<file path="src/rtl/cmp_pkg.sv">
// ============================================================================
// cmp_pkg : shared op encodings, FSM states and flag selection for cmp_unit
// Revision: 1.0
// ============================================================================
`default_nettype none

package cmp_pkg;

   localparam logic [2:0] OP_SLT  = 3'b000;
   localparam logic [2:0] OP_SGT  = 3'b001;
   localparam logic [2:0] OP_SLTU = 3'b010;
   localparam logic [2:0] OP_SGTU = 3'b011;
   localparam logic [2:0] OP_SEQ  = 3'b100;
   localparam logic [2:0] OP_SNE  = 3'b101;
   localparam logic [2:0] OP_SLE  = 3'b110;
   localparam logic [2:0] OP_SGE  = 3'b111;

   typedef enum logic [1:0] {
      ST_IDLE = 2'd0,
      ST_BUSY = 2'd1,
      ST_DONE = 2'd2
   } state_e;

   // Equality ops are sign-agnostic, so treating them as signed is harmless.
   function automatic logic op_signed(input logic [2:0] op);
      return !(op == OP_SLTU || op == OP_SGTU);
   endfunction

   function automatic logic op_flag(input logic [2:0] op, input logic lt,
                                    input logic eq, input logic gt);
      logic flag;
      flag = 1'b0;
      case (op)
         OP_SLT, OP_SLTU: flag = lt;
         OP_SGT, OP_SGTU: flag = gt;
         OP_SEQ:          flag = eq;
         OP_SNE:          flag = !eq;
         OP_SLE:          flag = lt | eq;
         OP_SGE:          flag = gt | eq;
         default:         flag = 1'b0;
      endcase
      return flag;
   endfunction

endpackage

`default_nettype wire

</file>
<file path="src/rtl/cmp_chunk.sv">
// ============================================================================
// cmp_chunk : combinational CHUNK-bit unsigned compare, optional MSB flip
// Revision: 1.0
// ============================================================================
`default_nettype none

module cmp_chunk #(
   parameter int CHUNK = 8
) (
   input  logic [CHUNK-1:0] a_c,
   input  logic [CHUNK-1:0] b_c,
   input  logic             invert_msb,
   output logic             c_lt,
   output logic             c_gt
);

   logic [CHUNK-1:0] msb_mask;
   logic [CHUNK-1:0] a_x;
   logic [CHUNK-1:0] b_x;

   // Flipping the sign bit maps two's-complement order onto unsigned order.
   assign msb_mask = invert_msb ? (CHUNK'(1) << (CHUNK - 1)) : '0;
   assign a_x      = a_c ^ msb_mask;
   assign b_x      = b_c ^ msb_mask;
   assign c_lt     = (a_x < b_x);
   assign c_gt     = (a_x > b_x);

endmodule

`default_nettype wire

</file>
<file path="src/rtl/cmp_unit.sv">
// ============================================================================
// cmp_unit : multi-cycle MSB-first chunked compare with valid/ready handshake
// Revision: 1.0
// ============================================================================
`default_nettype none

module cmp_unit
   import cmp_pkg::*;
#(
   parameter int WIDTH      = 32,
   parameter int CHUNK      = 8,
   parameter int EARLY_EXIT = 0
) (
   input  logic             clk,
   input  logic             rst_n,
   input  logic             in_valid,
   output logic             in_ready,
   input  logic [2:0]       op,
   input  logic [WIDTH-1:0] a,
   input  logic [WIDTH-1:0] b,
   input  logic             flush,
   output logic             out_valid,
   input  logic             out_ready,
   output logic [WIDTH-1:0] result,
   output logic             lt,
   output logic             eq,
   output logic             gt
);

   localparam int NCHUNK = WIDTH / CHUNK;
   localparam int IDX_W  = (NCHUNK > 1) ? $clog2(NCHUNK) : 1;
   localparam logic [IDX_W-1:0] IDX_TOP = IDX_W'(NCHUNK - 1);

   if (WIDTH % CHUNK != 0) begin : g_bad_width
      $error("cmp_unit: WIDTH must be a multiple of CHUNK");
   end

   state_e           state_q, state_d;
   logic [WIDTH-1:0] a_q, a_d, b_q, b_d, result_q, result_d;
   logic [2:0]       op_q, op_d;
   logic [IDX_W-1:0] idx_q, idx_d;
   logic             found_lt_q, found_lt_d, found_gt_q, found_gt_d;
   logic             lt_q, lt_d, eq_q, eq_d, gt_q, gt_d;

   logic             c_lt, c_gt, new_lt, new_gt, scan_end;

   cmp_chunk #(.CHUNK(CHUNK)) u_chunk (
      .a_c        (a_q[idx_q*CHUNK +: CHUNK]),
      .b_c        (b_q[idx_q*CHUNK +: CHUNK]),
      .invert_msb (op_signed(op_q) && (idx_q == IDX_TOP)),
      .c_lt       (c_lt),
      .c_gt       (c_gt)
   );

   // Only the most significant differing chunk decides the ordering.
   assign new_lt   = found_lt_q | (!found_lt_q && !found_gt_q && c_lt);
   assign new_gt   = found_gt_q | (!found_lt_q && !found_gt_q && c_gt);
   assign scan_end = (idx_q == '0) || ((EARLY_EXIT != 0) && (c_lt || c_gt));

   always_comb begin
      state_d    = state_q;
      a_d        = a_q;
      b_d        = b_q;
      op_d       = op_q;
      idx_d      = idx_q;
      found_lt_d = found_lt_q;
      found_gt_d = found_gt_q;
      result_d   = result_q;
      lt_d       = lt_q;
      eq_d       = eq_q;
      gt_d       = gt_q;

      case (state_q)
         ST_IDLE: begin
            if (in_valid) begin
               a_d        = a;
               b_d        = b;
               op_d       = op;
               idx_d      = IDX_TOP;
               found_lt_d = 1'b0;
               found_gt_d = 1'b0;
               state_d    = ST_BUSY;
            end
         end
         ST_BUSY: begin
            found_lt_d = new_lt;
            found_gt_d = new_gt;
            idx_d      = idx_q - 1'b1;
            if (scan_end) begin
               idx_d    = IDX_TOP;
               lt_d     = new_lt;
               gt_d     = new_gt;
               eq_d     = !new_lt && !new_gt;
               result_d = WIDTH'(op_flag(op_q, new_lt, !new_lt && !new_gt, new_gt));
               state_d  = ST_DONE;
            end
         end
         ST_DONE: begin
            if (out_ready) begin
               state_d = ST_IDLE;
            end
         end
         default: state_d = ST_IDLE;
      endcase

      if (flush) begin
         state_d = ST_IDLE;
         idx_d   = IDX_TOP;
      end
   end

   always_ff @(posedge clk or negedge rst_n) begin
      if (!rst_n) begin
         state_q    <= ST_IDLE;
         a_q        <= '0;
         b_q        <= '0;
         op_q       <= '0;
         idx_q      <= IDX_TOP;
         found_lt_q <= 1'b0;
         found_gt_q <= 1'b0;
         result_q   <= '0;
         lt_q       <= 1'b0;
         eq_q       <= 1'b0;
         gt_q       <= 1'b0;
      end else begin
         state_q    <= state_d;
         a_q        <= a_d;
         b_q        <= b_d;
         op_q       <= op_d;
         idx_q      <= idx_d;
         found_lt_q <= found_lt_d;
         found_gt_q <= found_gt_d;
         result_q   <= result_d;
         lt_q       <= lt_d;
         eq_q       <= eq_d;
         gt_q       <= gt_d;
      end
   end

   assign in_ready  = (state_q == ST_IDLE);
   assign out_valid = (state_q == ST_DONE);
   assign result    = result_q;
   assign lt        = lt_q;
   assign eq        = eq_q;
   assign gt        = gt_q;

endmodule

`default_nettype wire
</file>
<file path="config.mk">
export PLATFORM = sky130hd
export DESIGN_NAME = cmp_unit
export DESIGN_NICKNAME = d
export VERILOG_FILES = /design/src/rtl/cmp_pkg.sv /design/src/rtl/cmp_chunk.sv /design/src/rtl/cmp_unit.sv
export SDC_FILE = /design/constraint.sdc
export NUM_CORES = 1
export LEC_CHECK = 0
export CAP_MARGIN = 30
export CORE_MARGIN = 8
export CORE_UTILIZATION = 44
export DETAILED_ROUTE_END_ITERATION = 6
export PLACE_DENSITY = 0.77
export SYNTH_ARGS = -nofsm -noshare
export SYNTH_HDL_FRONTEND = slang
export SYNTH_HIERARCHICAL = 1
export SYNTH_SLANG_ARGS = --single-unit
</file>
<file path="constraint.sdc">
create_clock -name clk -period 3.06 [get_ports clk]
set_clock_uncertainty 0.1 [all_clocks]
set_input_delay 0.459 -clock clk [delete_from_list [all_inputs] [get_ports clk]]
set_output_delay 0.459 -clock clk [all_outputs]
set_load 0.005 [all_outputs]
</file>
==> reports/metrics.yaml <==
status: "complete, but fails checks"
violations: "negative setup slack"
grt_max_degree: 78
fin_ws_ns: -0.0499
synth_seq_area_share_pct: 49.6
grt_overflow: 0
critical_path_class: "flip-flop to flip-flop"
pin_count: 109
hold_viol_final: 0
rows: 34
die_x_um: 110
grt_use_total_pct: 14.2
period_share_pct: 102
cts_num_sinks: 77
cp_max_fo: 8
fin_area_um2: 4910
setup_viol: 1
worstSetupEndpointType: "flip-flop"
ant_nets: 0
initial_core_util_pct: 45.1
antenna_found_initial: 0
diodes: 0
r2r_start: "idx_q[0]$_DFFE_PN1P_"
detailedPlacementHpwl_mm: 6.23
root_buffer: "clkbuf_8"
worstRegToRegCells: 10
post-route-drc-count: 0
gp_congestion: 0.754
vias_per_cell: 4.96
cts_buffers: 9
critical_path_required_ns: 3.25
final_common_cell: "clkdlybuf4s50_1"
start_kind: "flip-flop"
dpl-instance-area_um2: 4700
critical_path_buf_inv_count: 1
ys_warn_count: 6
htree_levels: 3
drt_pass1_iterations: 4
crit_family: "simple AND/OR/NAND/NOR gates"
drv_cap: 0
core-area_um2: 8640
io_buffer_count: 77
syn_area_um2: 3890
cp_slowest_cell: "dfstp_2"
wl_per_cell_um: 16.6
yosys.cell_types.count: 40
hold_path_class: "flip-flop to flip-flop"
synth_area_per_cell_um2: 13.6
synth_ff_type: "dfrtp_1"
path_cells: "buf_12, mux4_2, xor2_1, ha_1, nand4_1, a21oi_2, nor2_1, or4_4, a311oi_2, a221o_1"
clkTransAtPathRegs_ns: 0.08
dieHeight_um: 110
post-route-util_pct: 56.9
setup-tns-final_ns: -0.0499
timing.fmax_ghz: 0.322
synth_seq_cells: 77
final_nets: 454
hold_start: "b_q[20]$_DFFE_PN0P_"
rr_endpoint: "result[0]$_DFFE_PN0P_"
r2r_slack_ns: -0.05
holdPathEnd: "b_q[20]$_DFFE_PN0P_"
cts_max_path_buffers: 2
insertion_delay_ns: 0.36
synthArstFlopShare_pct: 100
max_stage_delay_ns: 0.59
layout_common_cells: "clkdlybuf4s50_1, dfrtp_1, mux2_1"
maxSlewViolCount: 0
num_vias: 2400
dieArea_um2: 12100
ir_drop_mv: 0.300
rsz0062_at_grt: "yes"
syn_to_final_growth_pct: 26.3
synth_edf_count: 0
netlist_instances: 286
crit_arrival_ns: 3.30
whs_path_depth: 1
wirelength_mm: 8.05
grt_pass1_wl_mm: 13.0
p_per_area_nw_per_um2: 537
drt-initial-drc-count: 113
layout-drive-gt1-share_pct: 17.3
min_period_ns: 3.11
grt_pass1_vias: 2633
cts_tree: "yes"
p_leak_uw: 0.00211
final.fill_count: 690
-- metal layers --
metal / GRT usage, % / up-vias / part of all wire [%]
li1: - / 1127 / -
met3: 4.24 / 11 / 9.4
met5: 0 / - / 0
met2: 22.1 / 92 / 48
met4: 6.36 / 0 / 1.8
met1: 18.0 / 1170 / 41
-- synthesized netlist by cell type, types with 2 or more instances --
cell type,count,area [um2]
o21bai_1,2,15.0
nand4_1,2,12.5
o21ai_0,6,30.0
nor3_1,2,10.0
ha_1,10,125
nor2b_1,3,18.8
mux4_2,16,360
nand2_1,6,22.5
mux2_1,58,653
nand2_2,2,12.5
dfrtp_1,75,1880
inv_1,12,45.0
a21oi_1,7,35.0
nor2_1,11,41.3
dfstp_2,2,52.6
buf_6,3,33.8
mux2_2,9,101
buf_2,6,30.0
buf_4,33,248
-- area by class of cell --
class	count	area (um2)	share of cell area, %
Tap cell	108	135	2.75
Inverter	13	48.8	0.993
Clock buffer	9	124	2.52
Clock inverter	6	41.3	0.840
Sequential cell	77	1930	39.3
Timing Repair Buffer	88	898	18.3
Multi-Input combinational cell	183	1740	35.4
-- through the flow --
stage	total power, uW	cells	hold WS (ns)	setup WS, ns
2_1_floorplan	1740	316	0.0634	-0.0294
3_3_place_gp	1950	467	0.362	0.0354
3_5_place_dp	1980	467	0.371	-0.0765
4_1_cts	2650	482	0.179	-0.0652
5_1_grt	2800	484	0.407	-0.190
6_report	2640	484	0.385	-0.0499
-- power breakdown --
| part | switching (uW) | leakage (uW) | internal [uW] |
|---|---|---|---|
| clock network | 374 | 0.0000771 | 287 |
| registers | 105 | 0.000914 | 1170 |
| logic | 292 | 0.00112 | 405 |
| total | 772 | 0.00211 | 1870 |
-- flip-flops by register name, indices dropped and copies added, names as in the netlist --
register / flops
state_q: 2
found_gt_q: 1
idx_q: 2
found_lt_q: 1
lt: 1
result: 1
op_q: 3
gt: 1
eq: 1
a_q: 32
b_q: 32
-- worst reg2reg max path, stage by stage (launching register included) --
cell and delay (ns):
dfstp_2 0.59, buf_12 0.15, mux4_2 0.51, xor2_1 0.16, ha_1 0.29, nand4_1 0.13
a21oi_2 0.16, nor2_1 0.08, or4_4 0.49, a311oi_2 0.23, a221o_1 0.17
-- worst max path at each step --
stage	start	end	cells past startpoint	slack [ns]
final	idx_q[0]$_DFFE_PN1P_	result[0]$_DFFE_PN0P_	10	-0.05
after global routing	idx_q[0]$_DFFE_PN1P_	result[0]$_DFFE_PN0P_	10	-0.19
after detailed placement	idx_q[0]$_DFFE_PN1P_	result[0]$_DFFE_PN0P_	12	-0.08
after CTS	idx_q[0]$_DFFE_PN1P_	result[0]$_DFFE_PN0P_	10	-0.07
after global placement	idx_q[0]$_DFFE_PN1P_	result[0]$_DFFE_PN0P_	10	0.04
after floorplan	idx_q[0]$_DFFE_PN1P_	result[0]$_DFFE_PN0P_	11	-0.03
-- logic make-up after synthesis --
kind of cell	Yosys count	share of synthesized area [%]
multiplexers	84	28.9
AND/OR/NAND/NOR	33	4.37
buffers and inverters	56	9.36
AO/OA/AOI/OAI	23	4.02
adder cells (fa/ha/maj)	10	3.22
XOR/XNOR	2	0.450
other	1	0.0964
flip-flops	77	49.6
-- timing repair --
action | CTS | global route
setup buffers | 0 | 0
endpoints found under the setup margin | 1 | 2
pin swaps | 0 | 0
hold buffers | 0 | 1
resized for setup | 3 | 0
hold endpoints to repair | 0 | 16
Note: power is estimated with default switching activity, not from simulation.
==> RTL change 1 (config.mk and constraints unchanged) <==
Encoding of `state_e`: now one-hot (3 bits for 3 states).
--- a/src/rtl/cmp_pkg.sv
+++ b/src/rtl/cmp_pkg.sv
@@ -17,6 +17,6 @@
 
-   typedef enum logic [1:0] {
-      ST_IDLE = 2'd0,
-      ST_BUSY = 2'd1,
-      ST_DONE = 2'd2
+   typedef enum logic [2:0] {
+      ST_IDLE = 3'b001,
+      ST_BUSY = 3'b010,
+      ST_DONE = 3'b100
    } state_e;
Check against the original RTL: same outputs for any inputs over 10 cycles, from zero or initial values and one cycle with rst_n low; not proved beyond that.
==> RTL change 1 against the unedited design <==
Cell area is 9.6% higher. Area after synthesis rose by 9.8%. First-iteration DRC count down 37%. Sequential share of layout area down 3.0 points. Global-route usage down 0.42 points. Power up 9.2%. Final cell count grew 7.9%. Wire length increased by 11%. Worst setup slack better by 0.064 ns. Sequential cell count up 1. Critical path type unchanged.
==> RTL change 1: results (changes against the unedited design) <==
stage	metric	value	unit	change
logic_synthesis	async_flop_share	100	%	unchanged
logic_synthesis	yosysSeqAreaShare	45.8	%	-3.8 points
cts	cts_inserted_buffers	9		unchanged
placement	numPortBuffers	77		unchanged
cts	clkTransAtPathRegs	0.08	ns	about the same
logic_synthesis	synth_commonest_cells	dfrtp_1 (75), mux2_4 (60), buf_4 (32)		
cells_and_area	antenna_cells	0		unchanged
cells_and_area	reg_top3	a_q: 32 flops, b_q: 32 flops		
logic_synthesis	synthTopCellsByArea	dfrtp_1 (44%), mux2_4 (21%), mux4_2 (8.4%)		
worst_hold_path	hold_class	input port to async pin		
grt	grt_pass1_vias	2771		+5.2%
critical_path	required	3.20	ns	-0.05 ns
placement	place_area	5070	µm²	+7.8%
placement	placedCellCount	502		+7.5%
detailed_routing	wl_per_cell	17.1	µm	+2.9%
cells_and_area	drive_above_1_share	32.6	%	+15 points
grt	grt_usage	13.8	%	-0.42 points
detailed_routing	drt_iter0_markers	71		-37%
critical_path	cp_max_fo	5		-3
status	outcome	completed		
cells_and_area	final_cells	522		+7.9%
placement	finalWeightedCongestion	0.802		+6.4%
grt	grt_max_degree	79		+1.3%
grt	grt_pass1_wl	13900	µm	+7.2%
detailed_routing	via_per_inst	4.82		-2.9%
power_and_ir_drop	irDropWorstVdd	266	µV	-11%
logic_synthesis	syn_inst	292		+2.1%
power_and_ir_drop	power.leakage	0.00244	µW	+16%
placement	dp_slack	-0.0264	ns	+0.0501 ns
placement	dp_hpwl	6800	µm	+9.1%
logic_synthesis	ys_types	43		+7.5%
cells_and_area	nets	468		+3.1%
[RTL change 1: changes by cell type in the layout (fill, tap and decap cells not counted), moves of 3 or more]
cell	unedited run	this run
clkbuf_8	9	12
buf_4	8	11
clkinvlp_4	3	0
mux2_2	9	2
nor2_1	10	6
buf_12	2	5
mux2_1	58	3
mux2_4	0	60
[RTL change 1: worst paths after layout]
kind / start / endpoint / cells past startpoint
setup / recovery: idx_q[0] / result[0] / 12
hold / removal: rst_n / b_q[21] / 2
setup reg to reg: idx_q[0] / result[0] / 12
hold reg to reg: eq / eq / 2
max in group asynchronous: rst_n / state_q[0] / 3
min in group clk: eq / eq / 2
[RTL change 1: layout make-up]
class	instances	area, µm²
clock buffer	13	169
clock inverter	1	5.00
fill	772	4210
inverter	13	48.8
multi-input combinational	188	2020
sequential	78	1960
tap	133	166
timing repair buffer	96	1020
[RTL change 1: power breakdown]
part | internal [µW] | switching (µW) | total (µW) | leakage, µW
sequential | 1200 | 113 | 1310 | 0.000927
combinational | 549 | 321 | 870 | 0.00142
clock | 352 | 349 | 700 | 0.0000914
[RTL change 1: worst max-delay path: stages (launching register included)]
cell,delay [ns]
dfstp_2,0.61
buf_12,0.14
mux4_2,0.51
xor2_1,0.16
ha_1,0.32
nand4_1,0.14
a21oi_2,0.15
nor2_1,0.07
buf_4,0.13
nor2b_1,0.14
nor2_2,0.13
mux2i_1,0.22
a31oi_1,0.10
[RTL change 1: logic make-up after synthesis]
group           after synthesis  share of synthesized area, %
xor+xnor                      2                         0.410
compound gates               27                          3.95
other cells                   1                        0.0877
simple gates                 36                          5.09
fa+ha+maj                    10                          2.93
buf+inv                      56                          10.7
mux                          82                          31.1
flops                        78                          45.8
[RTL change 1: per-layer routing]
metal	global-route usage [%]	wire length, µm	vias up
li1	-	-	1157
met4	5.86	95	0
met1	17.0	3960	1242
met3	3.53	580	12
met5	0	0	-
met2	22.3	4310	103
[RTL change 1: per-stage QoR]
step	utilization (%)	hold WS, ns	power (µW)
after global placement	52.9	0.362	2090
after CTS	54.9	0.186	2840
after floorplan	-	0.0634	1910
after detailed placement	52.9	0.365	2130
final	56.2	0.331	2880
after global routing	56.2	0.341	3030
[RTL change 1: repair_timing]
action                     CTS  global route
hold endpoints to repair     0             2
buffers inserted             3             0
hold buffers                 0             1
setup endpoints to repair    1             1
gates cloned                 0             1
pin swaps                    0             5
resized for setup            1            10
==> RTL change 2 (config.mk and constraints unchanged) <==
Without the edit above. `CHUNK` is set to 8 in 2 places; all go to 4.
--- a/src/rtl/cmp_chunk.sv
+++ b/src/rtl/cmp_chunk.sv
@@ -7,3 +7,3 @@
 module cmp_chunk #(
-   parameter int CHUNK = 8
+   parameter int CHUNK = 4
 ) (
--- a/src/rtl/cmp_unit.sv
+++ b/src/rtl/cmp_unit.sv
@@ -10,3 +10,3 @@
    parameter int WIDTH      = 32,
-   parameter int CHUNK      = 8,
+   parameter int CHUNK      = 4,
    parameter int EARLY_EXIT = 0
Formal check against the unedited RTL: not equivalent (a bounded check fails within 10 cycles, from zero or initial values and one cycle with rst_n low).
==> RTL change 2 against the unedited design <==
The flow still finishes with violations (negative setup slack). Largest power group unchanged. Fmax rose by 0.93%. Area after synthesis rose by 2.3%. Power rose by 14%. Cell area rose by 5.0%. Worst setup slack improved by 0.029 ns. Wire length rose by 2.9%. Critical path depth rose by 2. Highest routed layer unchanged. Die area rose by 2.0%. Sequential cell count rose by 1.
==> RTL change 2: results (changes against the unedited design) <==
stage	metric	value	unit	change
critical_path	cp_data_arrival_time	3.22	ns	-0.08 ns
logic_synthesis	synth_commonest_cells	dfrtp_1 (75), mux2_2 (67), buf_4 (31)		
cells_and_area	drive_above_1_share	36.1	%	+19 points
logic_synthesis	muxShareOfSynthArea	32.0	%	+3.1 points
timing	finalSetupViolCount	1		unchanged
power_and_ir_drop	irDropWorstVdd	309	µV	+2.9%
status	violations	negative setup slack		
placement	place_area	4780	µm²	+1.6%
placement	placedCellCount	463		-0.86%
placement	dp_hpwl	6080	µm	-2.3%
grt	grtUsageMet1	17.0	%	-1.0 points
grt	grtUsageMet3	5.84	%	+1.6 points
detailed_routing	drt_iter0_markers	94		-17%
detailed_routing	num_vias	2431		+1.3%
cts	postCtsSetupRepairBufs	2		+2
grt	use_met2	20.3	%	-1.8 points
cells_and_area	nets	451		-0.66%
logic_synthesis	yosysSeqAreaShare	49.1	%	-0.48 points
detailed_routing	wl_met1	3760	µm	+15%
logic_synthesis	synthAdderAreaFrac	2.20	%	-1.0 points
logic_synthesis	ys_types	37		-7.5%
grt	grt_max_degree	79		+1.3%
timing	fin_setup_tns	-0.0213	ns	+0.0286 ns
cts	post_cts_resized	11		+8
detailed_routing	via_per_inst	5.01		+1.1%
logic_synthesis	synth_compound_area_share	2.89	%	-1.1 points
critical_path	max_stage_delay	0.56	ns	-0.03 ns
grt	grt_pass1_wl	13600	µm	+5.2%
power_and_ir_drop	power_frac_comb	27.9	%	+1.4 points
grt	grt_usage	13.3	%	-0.89 points
placement	dp_slack	-0.125	ns	-0.0489 ns
status	outcome	finished with violations		
logic_synthesis	avgSynthCellArea	14.0	µm²	+3.1%
logic_synthesis	synthTopCellsByArea	dfrtp_1 (47%), mux2_2 (19%), buf_4 (5.8%)		
power_and_ir_drop	clkPwrFrac	29.6	%	+4.5 points
detailed_routing	wl	8290	µm	+2.9%
power_and_ir_drop	powerDensity	583	nW/µm²	+8.7%
logic_synthesis	synthXorXnorAreaFrac	0.660	%	+0.21 points
grt	grt_pass1_vias	2768		+5.1%
timing	finalWorstSetupSlack	-0.0213	ns	+0.0286 ns
power_and_ir_drop	switchingPower	822	µW	+6.5%
==> RTL change 2: changes by cell type after synthesis, sizes merged, moves of 2 or more <==
cell    change
or2         +2
nor2b       +2
inv         -6
buf         +2
nand2       -4
nor3        +2
o21ai       -3
mux2        +8
nand2b      +2
nand4       -2
ha          -3
==> RTL change 2: area by class of cell <==
class / instances / area (µm²)
clock inverter: 6 / 93.8
sequential: 78 / 1960
timing repair buffer: 91 / 936
clock buffer: 10 / 138
multi-input combinational: 185 / 1880
tap: 108 / 135
fill: 705 / 3600
inverter: 7 / 26.3
==> RTL change 2: final timing paths <==
check / cells past startpoint / slack [ns] / endpoint
worst max-delay path: 12 / -0.02 / result[0]
worst max register to register: 12 / -0.02 / result[0]
worst min-delay path: 1 / 0.41 / a_q[2]
max in group asynchronous: 3 / 1.76 / idx_q[0]
worst min register to register: 1 / 0.41 / a_q[2]
min in group asynchronous: 2 / 0.48 / b_q[15]
